### config.mk
export PLATFORM = sky130hd
export DESIGN_NAME = host_write_bridge
export DESIGN_NICKNAME = d
export VERILOG_FILES = /design/src/rtl/g76_mem_pkg.sv /design/src/rtl/host_write_fifo.sv /design/src/rtl/host_write_bridge.sv
export SDC_FILE = /design/constraint.sdc
export NUM_CORES = 1
export LEC_CHECK = 0
export BUFFER_PORTS_ARGS = -buffer_cell sky130_fd_sc_hd__buf_2
export CAP_MARGIN = 20
export CORE_UTILIZATION = 55
export DETAILED_ROUTE_END_ITERATION = 12
export PLACE_DENSITY = 0.8
export SLEW_MARGIN = 30
export SYNTH_ARGS = -nofsm -noshare
export SYNTH_HDL_FRONTEND = slang
export SYNTH_SLANG_ARGS = --single-unit
### constraint.sdc
create_clock -name clock -period 2.75 [get_ports clock]
set_input_delay 0.275 -clock clock [delete_from_list [all_inputs] [get_ports clock]]
set_output_delay 0.275 -clock clock [all_outputs]
set_load 0.005 [all_outputs]
### src/rtl/g76_mem_pkg.sv
// Shared types for the memory-manager client side.
// Provides the address/data widths, the posted-write entry type and the
// write-bridge state encoding used by host_write_bridge and host_write_fifo.
package g76_mem_pkg;

    localparam int unsigned MEM_ADDR_WIDTH = 17;
    localparam int unsigned MEM_DATA_WIDTH = 8;

    typedef struct packed {
        logic [MEM_ADDR_WIDTH-1:0] addr;
        logic [MEM_DATA_WIDTH-1:0] data;
    } write_entry_t;

    typedef enum logic [1:0] {
        IDLE,
        REQUEST,
        RELEASE
    } bridge_state_t;

endpackage

### src/rtl/host_write_fifo.sv
// Circular buffer of posted host writes.
// Optional feature macro: HOST_READ_BYPASS_EN (adds an age-ordered view of all entries).
// Ports:
//   clock, reset       system clock, asynchronous active-high reset (flushes the buffer)
//   push, pushEntry    write pushEntry at the tail; ignored when full
//   pop                drop the head entry; ignored when empty
//   headEntry          oldest entry
//   count, full, empty occupancy
//   orderedEntries     (bypass only) entries by age, index 0 = oldest
//   orderedValid       (bypass only) per-slot valid for orderedEntries
module host_write_fifo
    import g76_mem_pkg::*;
#(
    parameter int unsigned FIFO_DEPTH = 4
) (
    input  logic                         clock,
    input  logic                         reset,
    input  logic                         push,
    input  write_entry_t                 pushEntry,
    input  logic                         pop,
    output write_entry_t                 headEntry,
    output logic [$clog2(FIFO_DEPTH):0]  count,
    output logic                         full,
    output logic                         empty
`ifdef HOST_READ_BYPASS_EN
    ,
    output write_entry_t                 orderedEntries [FIFO_DEPTH],
    output logic [FIFO_DEPTH-1:0]        orderedValid
`endif
);

    localparam int unsigned PtrWidth   = $clog2(FIFO_DEPTH);
    localparam int unsigned CountWidth = PtrWidth + 1;

    write_entry_t          mem [FIFO_DEPTH];
    logic [PtrWidth-1:0]   wrPtrQ, rdPtrQ;
    logic [CountWidth-1:0] countQ, countD;
    logic                  pushEn, popEn;

    assign full   = (countQ == CountWidth'(FIFO_DEPTH));
    assign empty  = (countQ == '0);
    assign pushEn = push && !full;
    assign popEn  = pop && !empty;

    always_comb begin
        countD = countQ;
        unique case ({pushEn, popEn})
            2'b10:   countD = countQ + CountWidth'(1);
            2'b01:   countD = countQ - CountWidth'(1);
            default: countD = countQ;
        endcase
    end

    always_ff @(posedge clock or posedge reset) begin
        if (reset) begin
            wrPtrQ <= '0;
            rdPtrQ <= '0;
            countQ <= '0;
        end else begin
            if (pushEn) wrPtrQ <= wrPtrQ + PtrWidth'(1);
            if (popEn)  rdPtrQ <= rdPtrQ + PtrWidth'(1);
            countQ <= countD;
        end
    end

    // Payload storage needs no reset; occupancy is tracked by the pointers.
    always_ff @(posedge clock) begin
        if (pushEn) mem[wrPtrQ] <= pushEntry;
    end

    assign headEntry = mem[rdPtrQ];
    assign count     = countQ;

`ifdef HOST_READ_BYPASS_EN
    for (genvar i = 0; i < FIFO_DEPTH; i++) begin : g_view
        assign orderedEntries[i] = mem[rdPtrQ + PtrWidth'(i)];
        assign orderedValid[i]   = (CountWidth'(i) < countQ);
    end
`endif

endmodule

### src/rtl/host_write_bridge.sv
// Host-side initiator for the memory manager write/read client interface.
// Posts host writes into host_write_fifo and replays them one at a time over a
// level request / one-cycle complete handshake; forwards host reads.
// Optional feature macro: HOST_READ_BYPASS_EN (host reads snoop posted writes).
// Ports:
//   clock, reset                    system clock, asynchronous active-high reset
//   hostWriteStrobe/Address/Data    posted write from the host bus decoder
//   hostWriteReady                  FIFO has room
//   hostReadAddress, hostReadData   host read path
//   memoryWriteRequest/Address/Data level write request with held address/data
//   memoryWriteComplete             one-cycle completion from the memory manager
//   memoryReadAddress, memoryReadData  read path to the memory manager
//   pendingCount, bridgeIdle        occupancy (including in-flight entry) and idle status
//   overflowError, timeoutError     sticky error flags, cleared by errorClear
module host_write_bridge
    import g76_mem_pkg::*;
#(
    parameter int unsigned FIFO_DEPTH     = 4,
    parameter int unsigned TIMEOUT_CYCLES = 16
) (
    input  logic                          clock,
    input  logic                          reset,
    input  logic                          hostWriteStrobe,
    input  logic [MEM_ADDR_WIDTH-1:0]     hostWriteAddress,
    input  logic [MEM_DATA_WIDTH-1:0]     hostWriteData,
    output logic                          hostWriteReady,
    input  logic [MEM_ADDR_WIDTH-1:0]     hostReadAddress,
    output logic [MEM_DATA_WIDTH-1:0]     hostReadData,
    output logic                          memoryWriteRequest,
    output logic [MEM_ADDR_WIDTH-1:0]     memoryWriteAddress,
    output logic [MEM_DATA_WIDTH-1:0]     memoryWriteData,
    input  logic                          memoryWriteComplete,
    output logic [MEM_ADDR_WIDTH-1:0]     memoryReadAddress,
    input  logic [MEM_DATA_WIDTH-1:0]     memoryReadData,
    output logic [$clog2(FIFO_DEPTH):0]   pendingCount,
    output logic                          bridgeIdle,
    output logic                          overflowError,
    output logic                          timeoutError,
    input  logic                          errorClear
);

    localparam int unsigned TimerWidth = $clog2(TIMEOUT_CYCLES + 1);

    bridge_state_t           stateQ, stateD;
    write_entry_t            headEntry;
    logic                    fifoFull, fifoEmpty;
    logic                    pushEntryEn, popEntry, latchHead;
    logic [MEM_ADDR_WIDTH-1:0] addrQ;
    logic [MEM_DATA_WIDTH-1:0] dataQ;
    logic [TimerWidth-1:0]   timerQ;
    logic                    timeoutHit;
    logic                    overflowQ, timeoutQ;

`ifdef HOST_READ_BYPASS_EN
    write_entry_t            fifoView [FIFO_DEPTH];
    logic [FIFO_DEPTH-1:0]   fifoViewValid;
`endif

    // Fullness is the registered state, so a same-cycle pop never makes room.
    assign pushEntryEn = hostWriteStrobe && !fifoFull;

    host_write_fifo #(
        .FIFO_DEPTH (FIFO_DEPTH)
    ) u_fifo (
        .clock          (clock),
        .reset          (reset),
        .push           (pushEntryEn),
        .pushEntry      ('{addr: hostWriteAddress, data: hostWriteData}),
        .pop            (popEntry),
        .headEntry      (headEntry),
        .count          (pendingCount),
        .full           (fifoFull),
        .empty          (fifoEmpty)
`ifdef HOST_READ_BYPASS_EN
        ,
        .orderedEntries (fifoView),
        .orderedValid   (fifoViewValid)
`endif
    );

    always_comb begin
        stateD    = stateQ;
        latchHead = 1'b0;
        popEntry  = 1'b0;
        unique case (stateQ)
            IDLE: begin
                if (!fifoEmpty) begin
                    stateD    = REQUEST;
                    latchHead = 1'b1;
                end
            end
            REQUEST: begin
                if (memoryWriteComplete) begin
                    stateD   = RELEASE;
                    popEntry = 1'b1;
                end
            end
            RELEASE: stateD = IDLE;
            default: stateD = IDLE;
        endcase
    end

    always_ff @(posedge clock or posedge reset) begin
        if (reset) begin
            stateQ <= IDLE;
            addrQ  <= '0;
            dataQ  <= '0;
        end else begin
            stateQ <= stateD;
            if (latchHead) begin
                addrQ <= headEntry.addr;
                dataQ <= headEntry.data;
            end
        end
    end

    // Counts REQUEST cycles; saturates so the flag sets once per stuck request.
    assign timeoutHit = (stateQ == REQUEST) &&
                        (timerQ == TimerWidth'(TIMEOUT_CYCLES - 1));

    always_ff @(posedge clock or posedge reset) begin
        if (reset) begin
            timerQ <= '0;
        end else if (latchHead) begin
            timerQ <= '0;
        end else if ((stateQ == REQUEST) && (timerQ != TimerWidth'(TIMEOUT_CYCLES))) begin
            timerQ <= timerQ + TimerWidth'(1);
        end
    end

    always_ff @(posedge clock or posedge reset) begin
        if (reset) begin
            overflowQ <= 1'b0;
            timeoutQ  <= 1'b0;
        end else if (errorClear) begin
            overflowQ <= 1'b0;
            timeoutQ  <= 1'b0;
        end else begin
            if (hostWriteStrobe && fifoFull) overflowQ <= 1'b1;
            if (timeoutHit)                  timeoutQ  <= 1'b1;
        end
    end

`ifdef HOST_READ_BYPASS_EN
    // Later slots are newer, so the last match in age order wins.
    always_comb begin
        hostReadData = memoryReadData;
        for (int i = 0; i < FIFO_DEPTH; i++) begin
            if (fifoViewValid[i] && (fifoView[i].addr == hostReadAddress)) begin
                hostReadData = fifoView[i].data;
            end
        end
    end
`else
    assign hostReadData = memoryReadData;
`endif

    assign memoryWriteRequest = (stateQ == REQUEST);
    assign memoryWriteAddress = addrQ;
    assign memoryWriteData    = dataQ;
    assign memoryReadAddress  = hostReadAddress;
    assign hostWriteReady     = !fifoFull;
    assign bridgeIdle         = fifoEmpty && (stateQ == IDLE);
    assign overflowError      = overflowQ;
    assign timeoutError       = timeoutQ;

endmodule

==> flow_metrics.tcl <==
set metrics [dict create \
    post-route-period-util_pct 84.70 \
    num_vias 2792 \
    placed_cells 459 \
    drv_cap 0 \
    area_growth_pct 19.72 \
    firstDrtPassIters 4 \
    yosys.area.top_type "edfxtp_1" \
    clkTransAtPathRegs_ns 0.06 \
    fin_crit_ns 2.329 \
    grt_max_degree 29 \
    grt_pass1_wl_mm 15.73 \
    wl_per_cell_um 18.42 \
    worstMarginPinSlew_ns 0.6021 \
    grt.overflow.total 0 \
    skew_ns 0.007019 \
    root_buffer "clkbuf_8" \
    port_buffers 62 \
    cts.sinks 141 \
    core-area_um2 9910 \
    syn-num-nets 355 \
    die_h_um 103.8 \
    pre_cts_ws_ns 0.4591 \
    ys_warn_count 0 \
    antenna_found_initial 0 \
    crit_type "reg2reg" \
    critPathMaxFanout 7 \
    hold_path.class "in2async" \
    endpoint_kind "register" \
    viasPerCell 5.369 \
    crit_path_start_kind "register" \
    final_nets 438 \
    wirelength_mm 9.578 \
    routabilityCongestion 0.7178 \
    synth_ff_type "edfxtp_1" \
    async_flop_share_pct 29.08 \
    place_area_um2 5966 \
    holdWs_ns 0.3602 \
    cts.path.max_buffers 2 \
    status "completed" \
    fin_cells 520 \
    startpoint "u_fifo.count[0]$_DFFE_PP0P_" \
    clock.fmax_ghz 0.4293 \
    synth-edff-count 100 \
    hpwlAfterDp_mm 5.716 \
    numCtsBuffers 17 \
    final_core_util_pct 68.84 \
    ant_nets 0 \
    yosysTopAreaCellShare_pct 52.70 \
    power.leakage_nw 2.669 \
    io_pins 113 \
    drt_iter0_drc 134 \
    cts_tree "yes" \
    finalHoldViolations 0 \
    synthCells 291 \
    ys_top_cells_by_area "edfxtp_1, dfrtp_1, mux4_2" \
    post_cts_resized 0 \
    synthDistinctLibCells 35 \
    seq_area_frac_synth_pct 70.71 \
    die-area_um2 10770 \
    p_per_area_nw_per_um2 1110 \
    grt.total_usage_pct 19.88 \
    h-tree-depth 4 \
    n_antenna_cell 0 \
    finalMaxSlewViolations 0 \
    grt_pass1_vias 3002 \
    drc 0 \
    ir_drop_mv 0.7238 \
    arrival_ns 2.77 \
    clk_latency_ns 0.52 \
    rsz0062_at_grt "false" \
    synth-seq-cells 141 \
    start_util_pct 57.50 \
    drive_gt1_share_pct 38.76 \
    setup_viol 0 \
    syn-cell-area_um2 5698 \
    final_area_um2 6822 \
    avgSynthCellArea_um2 19.58 \
    finalSetupTns_ns 0 \
    worstReg2RegStart "u_fifo.count[0]$_DFFE_PP0P_" \
    worst_ep_required_time_ns 3.19 \
    num_rows 36 \
    die_w_um 103.8 \
    setup_slack_ns 0.4209 \
    regToRegSetupSlack_ns 0.42 \
    p_total_mw 7.569 \
    relSlewSlack_pct 59.80 \
]
==> cells by family after synthesis <==
kind of cell	after synthesis	share of synthesized area (%)
AO/OA/AOI/OAI	7	0.8564
XOR/XNOR	7	1.076
adder cells (fa/ha/maj)	9	2.108
buffers and inverters	47	5.753
flip-flops	141	70.71
multiplexers	54	16.62
AND/OR/NAND/NOR	26	2.877
==> flip-flops by register name, indices dropped and copies added (netlist names) <==
register / cells
stateQ: 2
timerQ: 5
timeoutError: 1
overflowError: 1
u_fifo.mem: 100
u_fifo.rdPtrQ: 2
u_fifo.wrPtrQ: 2
memoryWriteAddress: 17
memoryWriteData: 8
u_fifo.count: 3
==> worst max-delay path: stages (launching register included) <==
cell and delay, ns:
dfrtp_1 0.45, nor3b_1 0.41, nor2b_1 0.20, inv_1 0.10
ha_1 0.19, inv_1 0.07, fa_1 0.37, xor2_1 0.15
nor2_1 0.13, xor2_1 0.17
==> final cells by class <==
cell class / count / area (um2)
Inverter: 12 / 45.04
Clock buffer: 17 / 414.1
Fill cell: 628 / 3088
Sequential cell: 141 / 4030
Multi-Input combinational cell: 103 / 1341
Clock inverter: 15 / 151.4
Tap cell: 133 / 166.4
Timing Repair Buffer: 99 / 673.1
==> final timing paths <==
kind / cells past startpoint / to
max: 9 / u_fifo.count[2]$_DFFE_PP0P_
min: 3 / u_fifo.wrPtrQ[0]$_DFFE_PP0P_
max reg2reg: 9 / u_fifo.count[2]$_DFFE_PP0P_
min reg2reg: 2 / timeoutError$_DFFE_PP0P_
max in group asynchronous: 4 / memoryWriteAddress[3]$_DFFE_PP0P_
min in group clock: 3 / timeoutError$_DFFE_PP0P_
==> cells in the final DEF, fill, tap and decap left out, drive strengths merged, types with 2 or more instances in the layout <==
cell         synthesis  routed
a21oi                2       2
a22o                 3       3
and2                 6       6
and3                 2       2
buf                 32      70
clkbuf               3      17
clkinv               0       2
clkinvlp             0       3
dfrtp               41      41
dlygate4sd3          0      29
edfxtp             100     100
ha                   8       8
inv                 12      21
mux2                27      27
mux2i                2       2
mux4                25      25
nand2                2       2
nand3                2       2
nor2                 5       5
nor2b                2       2
xnor2                4       4
xor2                 3       3
==> synthesized netlist by cell type, types with 2 or more instances <==
library cell and instances:
xor2_1 3, and3_1 2, edfxtp_1 100, a21oi_1 2
clkbuf_1 3, dfrtp_1 41, buf_6 3, and2_1 6
ha_1 8, mux2_2 18, a22o_1 3, mux4_1 7
inv_1 12, mux2_4 9, nand3_1 2, xnor2_1 4
buf_4 25, nor2b_1 2, nor2_1 5, mux4_2 18
buf_12 2, mux2i_1 2, buf_2 2
==> power by group <==
| part | switching, mW | internal (mW) |
|---|---|---|
| clock | 0.925 | 1.23 |
| sequential | 0.312 | 2.91 |
| combinational | 0.981 | 1.20 |
==> metal layers <==
layer	track usage (%)	part of all wire, %
met4	10.10	1.9
met1	23.41	41
met3	6.230	5.4
met5	0	0
met2	33.08	52
==> timing repair <==
action	4_1_cts	5_1_grt
hold buffers	29	0
endpoints found under the setup margin	0	0
setup buffers	0	0
endpoints found under the hold margin	130	0
No activity file was read; power rests on OpenSTA's default activity.
